`src/rtl/add_order.sv`:
```
// add_order: inserts an order word into the first empty slot of the buy or sell book
module add_order #(
    parameter int MAX_BOOK_SIZE = 10
) (
    input  logic        clk,
    input  logic        rst,
    input  logic        start,
    input  logic        side,
    input  logic [15:0] order_id,
    input  logic [15:0] order_qty,
    input  logic [15:0] order_price,
    input  logic [47:0] buy_rdata,
    input  logic [47:0] sell_rdata,
    output logic [11:0] ram_addr,
    output logic [47:0] ram_wdata,
    output logic        buy_wren,
    output logic        sell_wren,
    output logic [11:0] slot,
    output logic        full,
    output logic        done
);
    typedef enum logic [2:0] {IDLE, READ, CHECK, WRITE, DONE} state_t;

    state_t      state;
    state_t      next;
    logic [11:0] i;
    logic [11:0] i_next;
    logic        side_q;
    logic [47:0] word_q;
    logic [47:0] rdata;
    logic        last;

    assign rdata = side_q ? sell_rdata : buy_rdata;
    assign last  = i == 12'(MAX_BOOK_SIZE - 1);

    // Next-state and scan index: walk slots until an empty one or the end of the book
    always_comb begin
        next   = state;
        i_next = i;
        case (state)
            IDLE: begin
                if (start) begin
                    next   = (order_qty == 16'd0) ? DONE : READ;
                    i_next = 12'd0;
                end
            end
            READ:  next = CHECK;
            CHECK: begin
                if (rdata == 48'd0) begin
                    next = WRITE;
                end else if (!last) begin
                    next   = READ;
                    i_next = i + 12'd1;
                end else begin
                    next = DONE;
                end
            end
            WRITE: next = DONE;
            DONE:  next = start ? DONE : IDLE;
            default: next = IDLE;
        endcase
    end

    // State, latched request and registered RAM/result outputs
    always_ff @(posedge clk or posedge rst) begin
        if (rst) begin
            state     <= IDLE;
            i         <= 12'd0;
            side_q    <= 1'b0;
            word_q    <= 48'd0;
            ram_addr  <= 12'd0;
            ram_wdata <= 48'd0;
            buy_wren  <= 1'b0;
            sell_wren <= 1'b0;
            slot      <= 12'd0;
            full      <= 1'b0;
            done      <= 1'b0;
        end else begin
            state     <= next;
            i         <= i_next;
            buy_wren  <= next == WRITE && !side_q;
            sell_wren <= next == WRITE && side_q;
            done      <= next == DONE;
            if (state == IDLE && start) full <= order_qty == 16'd0;
            if (state == IDLE && start && order_qty != 16'd0) begin
                side_q <= side;
                word_q <= {order_id, order_qty, order_price};
            end
            if (next == READ) ram_addr <= i_next;
            if (next == WRITE) ram_wdata <= word_q;
            if (state == CHECK && next == DONE) full <= 1'b1;
            if (state == WRITE) slot <= i;
        end
    end
endmodule

```
`config.mk`:
```
export PLATFORM = sky130hd
export DESIGN_NAME = add_order
export DESIGN_NICKNAME = d
export VERILOG_FILES = /design/src/rtl/add_order.sv
export SDC_FILE = /design/constraint.sdc
export NUM_CORES = 1
export LEC_CHECK = 0
export ABC_AREA = 1
export CAP_MARGIN = 20
export CORE_UTILIZATION = 45
export DETAILED_ROUTE_END_ITERATION = 10
export GPL_ROUTABILITY_DRIVEN = 0
export HOLD_SLACK_MARGIN = 0.12
export PLACE_DENSITY = 0.85
export SLEW_MARGIN = 15
export SYNTH_ARGS = -nofsm -noshare
export SYNTH_HDL_FRONTEND = slang
export SYNTH_SLANG_ARGS = --single-unit
```
`constraint.sdc`:
```
create_clock -name clk -period 7.7 [get_ports clk]
set_input_delay 0.77 -clock clk [delete_from_list [all_inputs] [get_ports clk]]
set_output_delay 0.77 -clock clk [all_outputs]
set_load 0.05 [all_outputs]
```
==> impl_metrics.toml, run 1 <==
[clocking]
cts_max_level = 4
cts_resized = 0
cts_tree = "yes"
hold_buffers = 0
clock-sinks = 140
clk_latency_ps = 410
cts_buffers = 17
cts_setup_buffers = 0
clockBufferDepth = 2
cts_root_buf = "clkbuf_16"
clkTransAtPathRegs_ps = 60

[global_route]
use_met1 = 0.280
grtUsageTotal = 0.252
grt_overflow_total = 0
grt_pass1_wl_um = 28700
grt_max_degree = 75
grt_use_met3 = 0.0696
grt_pass1_vias = 5885
busiest_layer = "met2"
met2_usage = 0.454
grt_antenna_before_repair = 0

[synth]
ys_types = 29
netlist_top_cells_area = "dfrtp_1 53%, nand2_1 13%, mux2_2 8.2%"
synth_top_area_share = 0.533
synthArstFlopShare = 1.00
synthesis.area_um2 = 6580
yosysMostFrequentCell = "nand2_1"
syn-num-nets = 907
syn_avg_cell_area_um2 = 8.69
synth-seq-cells = 140
ys_warn_count = 0
synthFlopType = "dfrtp_1"
yosys.area.top_type = "dfrtp_1"
ys_top_cells_by_count = "227 x nand2_1, 140 x dfrtp_1, 109 x nor2_1"
syn_inst = 757
ys_seq_area_frac = 0.533
synth-edff-count = 0

[sta]
finalMaxSlewViolations = 0
slew_headroom = 0.288
rsz0062_at_grt = "no"
fmax_mhz = 240
setup_tns_ps = 0
tightest_slew_ps = 1060
setup_violations = 0
period_minus_slack_ps = 4170
hold_violations = 0
final.period_utilization = 0.542
finClkSkew_ps = 6.45

[layout]
syn_to_final_growth_pct = 44.2
layout-drive-gt1-share = 0.0926
num_antenna_cells = 0
fin_cells = 1163
layout.nets = 1120
final.fill_count = 1104
final_area_um2 = 9480

[critical_path]
cp.required_ps = 7990
worst_path_max_delay_cell = "nand2_2"
crit_type = "register to register"
crit_chain = "inv_2 -> nor2_1 -> nand3_1 -> nor2_1 -> nand2_1 -> nand2_1 -> nand3_1 -> nand2_2 -> nand2_2 -> nand2_1 -> nand2_1"
cp-end-kind = "register"
cp-start-kind = "register"
crit_start = "side_q$_DFFE_PP0P_"
worstPathMaxFanout = 52
r2r_start = "side_q$_DFFE_PP0P_"
cp_num_buf_inv = 1
cpMostUsedCell = "nand2_1"
max_stage_delay_ps = 820
arrival_ps = 4460
path_delay_family = "simple AND/OR/NAND/NOR gates"

[routing]
viasPerCell = 5.16
antenna_left = 0
routedWlPerCell_um = 16.0
vias = 6002
drt_iter0_markers = 327
firstDrtPassIters = 5
routed_wl_um = 18600
drc = 0

[power]
leakage_nw = 4.39
power_mw = 3.51
p_per_area_nw_per_um2 = 370
ir_drop_mv = 0.298

[run_status]
status = "completed"

[worst_hold_path]
min_path_type = "register to register"
worstHoldStart = "ram_wdata[42]$_DFFE_PP0N_"

[placed_design]
place_area_um2 = 8900
io_buffers = 223
dp_hpwl_um = 13300
dp.cells = 1131

[die]
die_h_um = 123
die-area_um2 = 15100
io-pin-count = 224
core_area_um2 = 14100
die_x_um = 123
rows = 43
start_util = 0.467

[run]
drv_cap = 0
-- logic make-up after synthesis --
logic type | count (synthesis) | synth area share
adders and majority gates | 2 | 0.00380
and+or+nand+nor | 474 | 0.310
AOI/OAI and AO/OA | 22 | 0.0185
DFF | 140 | 0.533
buffers and inverters | 64 | 0.0438
xor gates and xnor gates | 7 | 0.00932
muxes | 48 | 0.0822
-- per-stage QoR --
step / setup slack [ps] / hold WS, ps / util
after floorplan: 3180 / 470 / -
after global placement: 3320 / 455 / 0.631
after detailed placement: 3250 / 460 / 0.631
after CTS: 3610 / 476 / 0.673
after global routing: 3210 / 492 / 0.673
final: 3530 / 471 / 0.673
-- path summary, 6_finish.rpt --
kind,end,slack [ps],depth (start not counted)
worst min-delay path,ram_wdata[42]$_DFFE_PP0N_,470,2
min in group asynchronous,ram_wdata[37]$_DFFE_PP0N_,840,2
worst max register to register,ram_wdata[19]$_DFFE_PP0N_,3530,11
worst max-delay path,ram_wdata[19]$_DFFE_PP0N_,3530,11
max in group asynchronous,ram_addr[6]$_DFFE_PP0N_,5600,3
worst min register to register,ram_wdata[42]$_DFFE_PP0N_,470,2
-- routing by layer --
metal | vias to the layer above | routed length (um)
met5 | - | 0
met4 | 0 | 552
met3 | 40 | 1520
met2 | 262 | 9350
met1 | 2795 | 7130
li1 | 2905 | -
-- area by class of cell --
type                    count  area, um2  area share
repair buffers            225       2250       0.237
well taps                 180        225      0.0237
flip-flops and latches    140       3500       0.369
clock inverters            10        114      0.0120
inverters                  33        129      0.0136
clock buffers              22        474      0.0500
multi-input cells         553       2790       0.294
-- registers in the layout, indices dropped and copies added (netlist names) --
register and count:
word_q 48, i 12, done 1, sell_wren 1
side_q 1, state 3, full 1, buy_wren 1
ram_wdata 48, slot 12, ram_addr 12
-- cell usage in the layout, fill, tap and decap left out, types with 2 or more instances in the layout --
master           count
a21oi_1              3
and3_1               2
buf_4                2
bufinv_16            2
clkbuf_1             2
clkbuf_16           17
clkbuf_8             3
clkdlybuf4s50_1    223
clkinv_2             4
clkinv_4             2
dfrtp_1            140
ha_1                 2
inv_1               31
inv_6                2
mux2_2              48
nand2_1            225
nand2_2              4
nand3_1             88
nand3b_1            17
nand4_1              9
nor2_1             109
nor3_1               8
nor4_1               6
o2111ai_1            2
o21ai_0             15
or3_1                2
xor2_1               7
-- tightest hold or removal path, stage by stage (launching register included) --
cell and delay [ps]:
dfrtp_1 340, nand2_1 50, nand2_1 50
-- report_power, final --
part / switching (mW) / total [mW] / internal (mW) / leakage, nW
logic: 0.972 / 1.52 / 0.544 / 2.32
clock network: 0.299 / 0.801 / 0.502 / 0.290
registers: 0.179 / 1.20 / 1.02 / 1.77
total: 1.45 / 3.51 / 2.06 / 4.39
No activity file was read; power rests on OpenSTA's default activity.
==> run 2, diff against run 1 <==
==> constraint.sdc (replaced) <==
create_clock -name clk -period 4.05 [get_ports clk]
set_input_delay 0.405 -clock clk [delete_from_list [all_inputs] [get_ports clk]]
set_output_delay 0.405 -clock clk [all_outputs]
set_load 0.05 [all_outputs]
==> run 2 against run 1 <==
Net effect: cell count is 0.69% higher; sequential power is 89% higher; non-clock buffer count is 8 higher; largest power group unchanged; clock-buffer cell count is 3 lower; combinational power is 93% higher; worst setup slack worse by 2600 ps; largest cell class unchanged; utilization is 0.55 points higher.
==> impl_metrics.toml, run 2 (synthesis gave the netlist of run 1 again) <==
[power]
p_clk_frac = 0.229
power_frac_seq = 0.336
leakage_nw = 4.42
p_int_mw = 3.94
comb_power_share = 0.435
ir_drop_mv = 0.695
power_switching_mw = 2.81
p_sw_frac = 0.417
p_per_area_nw_per_um2 = 706

[sta]
finClkSkew_ps = 10.6
fmax_mhz = 317
layout_setup_ws_ps = 898
setup_tns_ps = 0
slew_headroom = 0.475
rsz0062_at_grt = "no"
hold_violations = 0
setup_violations = 0
finalMaxSlewViolations = 0
final.period_utilization = 0.778
tightest_slew_ps = 786
whs_ps = 442
period_minus_slack_ps = 3150

[clocking]
cts_resized = 0
cts_root_buf = "clkbuf_16"
cts_max_level = 4
cts_setup_buffers = 0
clock-sinks = 140
cts_tree = "yes"
clockBufferDepth = 2
hold_buffers = 0
clk_latency_ps = 420
clkTransAtPathRegs_ps = 60
cts_buffers = 17

[placed_design]
dp_hpwl_um = 13600
io_buffers = 223
place_ws_ps = 900
place_area_um2 = 8970
dp.cells = 1139

[global_route]
grtUsageTotal = 0.261
grt_max_degree = 77
grt_pass1_vias = 6027
grt_overflow_total = 0
grt_pass1_wl_um = 29700
grt_antenna_before_repair = 0

[layout]
layout_commonest_cell = "nand2_1"
final_area_um2 = 9560
layout-drive-gt1-share = 0.102
fin_cells = 1171
num_antenna_cells = 0
layout.nets = 1128
largestRegisters = "ram_wdata x48, word_q x48"
syn_to_final_growth_pct = 45.4
final.fill_count = 1119
mostFrequentLayoutCells = "225 x nand2_1, 223 x clkdlybuf4s50_1, 140 x dfrtp_1"

[die]
die-area_um2 = 15100
rows = 43
io-pin-count = 224
die_h_um = 123
core_area_um2 = 14100
start_util = 0.467
die_x_um = 123

[critical_path]
cp.required_ps = 4350
crit_type = "register to register"
worstPathMaxFanout = 50
arrival_ps = 3460
ff2ff_path_depth = 15
cp-end-kind = "register"
cp-start-kind = "register"

[routing]
routedWlPerCell_um = 16.5
routed_wl_um = 19400
drt_iter0_markers = 588
drc = 0
viasPerCell = 5.26
antenna_left = 0
firstDrtPassIters = 5
vias = 6157

[worst_hold_path]
min_path_type = "input port to async pin"

[run_status]
status = "completed"

[run]
drv_cap = 0
## run 2: critical path, stage by stage, from the launching register on
cell,delay (ps)
dfrtp_1,680
inv_2,250
nor2_1,190
nand3b_1,90
nand2_1,60
nand2_1,50
nor2_1,110
nand3_2,80
buf_4,200
nand2_1,90
nand2_2,80
nand2_4,70
buf_4,440
nand2_1,380
nand2_1,160
nand2_1,70
## run 2: through the flow
stage,power [mW],util
3_5_place_dp,5.20,0.636
6_report,6.75,0.678
4_1_cts,6.78,0.678
3_3_place_gp,5.12,0.636
5_1_grt,7.10,0.678
2_1_floorplan,4.23,-
## run 2: per-layer routing
metal / wire (um) / part of all wire / GRT usage / vias to the layer above
met3: 1660 / 0.086 / 0.0683 / 42
met1: 7610 / 0.39 / 0.309 / 2919
met5: 0 / 0 / 0 / -
met2: 9560 / 0.49 / 0.448 / 285
met4: 526 / 0.027 / 0.108 / 0
li1: - / - / - / 2911
## run 2: power by group through the flow
stage	clock (mW)	combinational [mW]	sequential [mW]
final	1.55	2.93	2.27
after global routing	1.63	3.14	2.33
after CTS	1.57	2.95	2.26
after global placement	0	2.88	2.25
after floorplan	0	1.17	3.05
after detailed placement	0	2.94	2.27
## run 2: layout make-up
type,instances,area [um2],area share
clock buffer,19,453,0.0474
clock inverter,13,141,0.0148
inverter,33,128,0.0133
multi-input combinational,553,2790,0.292
sequential,140,3500,0.366
tap,180,225,0.0236
timing repair buffer,233,2320,0.243
## run 2: path summary, 6_finish.rpt
check | startpoint | to | slack [ps]
worst max-delay path | side_q$_DFFE_PP0P_ | ram_addr[11]$_DFFE_PP0N_ | 900
worst min-delay path | rst | ram_wdata[5]$_DFFE_PP0N_ | 440
worst max register to register | side_q$_DFFE_PP0P_ | ram_addr[11]$_DFFE_PP0N_ | 900
worst min register to register | ram_wdata[36]$_DFFE_PP0N_ | ram_wdata[36]$_DFFE_PP0N_ | 470
max in group asynchronous | rst | slot[10]$_DFFE_PP0N_ | 2760
min in group clk | ram_wdata[36]$_DFFE_PP0N_ | ram_wdata[36]$_DFFE_PP0N_ | 470
==> run 3, diff against run 2 <==
--- a/config.mk
+++ b/config.mk
@@ -7,11 +7,11 @@
 export LEC_CHECK = 0
 export ABC_AREA = 1
 export CAP_MARGIN = 20
-export CORE_UTILIZATION = 45
+export CORE_UTILIZATION = 41
 export DETAILED_ROUTE_END_ITERATION = 10
 export GPL_ROUTABILITY_DRIVEN = 0
 export HOLD_SLACK_MARGIN = 0.12
-export PLACE_DENSITY = 0.85
+export PLACE_DENSITY = 0.82
 export SLEW_MARGIN = 15
 export SYNTH_ARGS = -nofsm -noshare
 export SYNTH_HDL_FRONTEND = slang
==> constraint.sdc (replaced) <==
create_clock -name clk -period 2.55 [get_ports clk]
set_input_delay 0.255 -clock clk [delete_from_list [all_inputs] [get_ports clk]]
set_output_delay 0.255 -clock clk [all_outputs]
set_load 0.05 [all_outputs]
==> run 3 against run 2 <==
Net effect: clock skew decreased by 2.5 ps; wire length shrank 4.0%; cell area is 0.90% higher; first-iteration DRC count shrank 37%; critical path depth down 2; clock power grew 55%; fmax grew 51%; total power up 59%; register-to-register slack lost 440 ps; sequential share of layout area decreased by 0.33 points; utilization decreased by 5.3 points.
==> impl_metrics.toml, run 3 (synthesis gave the netlist of run 1 again) <==
[run_status]
status = "completed"

[layout]
num_antenna_cells = 0
final-seq-area_um2 = 3500
multi_input_area_um2 = 2790
final.fill_count = 1264
largestRegisters = "ram_wdata x48, word_q x48"
mostFrequentLayoutCells = "225 x nand2_1, 223 x clkdlybuf4s50_1, 140 x dfrtp_1"
syn_to_final_growth_pct = 46.7
layout.nets = 1132
layout_commonest_cell = "nand2_1"
layout-drive-gt1-share = 0.104

[clocking]
cts_root_buf = "clkbuf_16"
clkTransAtPathRegs_ps = 60
cts_setup_buffers = 0
cts_buffers = 17
cts_tree = "yes"
cts_max_level = 4
hold_buffers = 0
clock-sinks = 140
clockBufferDepth = 2
clk_latency_ps = 420
cts_resized = 0

[critical_path]
worstPathMaxFanout = 28
path_delay_family = "simple AND/OR/NAND/NOR gates"
reg2reg_setup_slack_ps = 460
cp.depth = 13
cp-end-kind = "register"
r2r_start = "side_q$_DFFE_PP0P_"
cp.required_ps = 2900
ff2ff_path_depth = 13
reg2reg_to = "ram_wdata[8]$_DFFE_PP0N_"
crit_chain = "buf_4 -> nor2_1 -> nand3b_1 -> nand2_1 -> nand2_1 -> nor2_1 -> nand3_2 -> nand2_1 -> nand2_2 -> nand2_4 -> buf_4 -> nand3_1 -> nand2_1"
crit_type = "register to register"
worst_path_max_delay_cell = "dfrtp_1"
crit_path_end = "ram_wdata[8]$_DFFE_PP0N_"
max_stage_delay_ps = 380
arrival_ps = 2440
cpMostUsedCell = "nand2_1"
crit_start = "side_q$_DFFE_PP0P_"
cp_num_buf_inv = 2
cp-start-kind = "register"

[routing]
routedWlPerCell_um = 15.4
antenna_left = 0
drc = 0
drt_iter0_markers = 371
vias = 6018
firstDrtPassIters = 4
routed_wl_um = 18600
viasPerCell = 4.99

[global_route]
grt_antenna_before_repair = 0
grt_pass1_vias = 6057
grtUsageTotal = 0.234
grt_overflow_total = 0
grt_max_degree = 141
grt_pass1_wl_um = 29800

[sta]
hold_violations = 0
rsz0062_at_grt = "no"
finClkSkew_ps = 8.09
slew_headroom = 0.478
period_minus_slack_ps = 2090
finalMaxSlewViolations = 0
setup_violations = 0
layout_setup_ws_ps = 458
fmax_mhz = 478
tightest_slew_ps = 781
final.period_utilization = 0.820
setup_tns_ps = 0

[worst_hold_path]
min_path_type = "input port to async pin"

[power]
ir_drop_mv = 0.901
p_per_area_nw_per_um2 = 1120
leakage_nw = 4.45

[die]
start_util = 0.426
core_area_um2 = 15400
io-pin-count = 224
die_h_um = 129
die-area_um2 = 16600
rows = 45
die_x_um = 129

[placed_design]
dp_hpwl_um = 13400
place_ws_ps = 216
io_buffers = 223

[run]
drv_cap = 0
## run 3: cell type report
| class | count | area share |
|---|---|---|
| well taps | 211 | 0.0274 |
| flip-flops and latches | 140 | 0.363 |
| inverters | 33 | 0.0132 |
| multi-input cells | 553 | 0.289 |
| clock inverters | 11 | 0.0122 |
| repair buffers | 237 | 0.247 |
| clock buffers | 20 | 0.0473 |
## run 3: worst min-delay path by stage
stage | cells after the start | to
finish | 3 | word_q[3]$_DFFE_PP0P_
floorplan | 1 | word_q[30]$_DFFE_PP0P_
detailed placement | 2 | ram_wdata[14]$_DFFE_PP0N_
global placement | 2 | ram_wdata[1]$_DFFE_PP0N_
global route | 2 | word_q[47]$_DFFE_PP0P_
CTS | 2 | word_q[11]$_DFFE_PP0P_
## run 3: worst reg2reg max path: cells and delay by family, from the launching register on
family                 cells  cell delay, ps
DFF                        1             380
buffers and inverters      2             490
and+or+nand+nor           11            1160
## run 3: where the power goes
part           leakage [nW]  internal, mW  switching (mW)
registers              1.77          3.07           0.477
logic                  2.40          1.78            3.03
clock network         0.282          1.48           0.921
total                  4.45          6.33            4.43
## run 3: per-stage QoR
stage	hold WS, ps	utilization	power (mW)	std cells	area [um2]
floorplan	406	-	6.71	757	6580
global placement	453	0.588	8.25	1174	9070
detailed placement	458	0.588	8.37	1174	9070
CTS	442	0.625	10.8	1205	9650
global route	448	0.625	11.3	1205	9650
finish	390	0.625	10.8	1205	9650
## run 3: layer usage
| metal | GRT usage | up-vias | share of wire |
|---|---|---|---|
| met1 | 0.275 | 2828 | 0.40 |
| met5 | 0 | - | 0 |
| met3 | 0.0748 | 50 | 0.078 |
| met4 | 0.102 | 0 | 0.034 |
| met2 | 0.393 | 216 | 0.49 |
| li1 | - | 2924 | - |
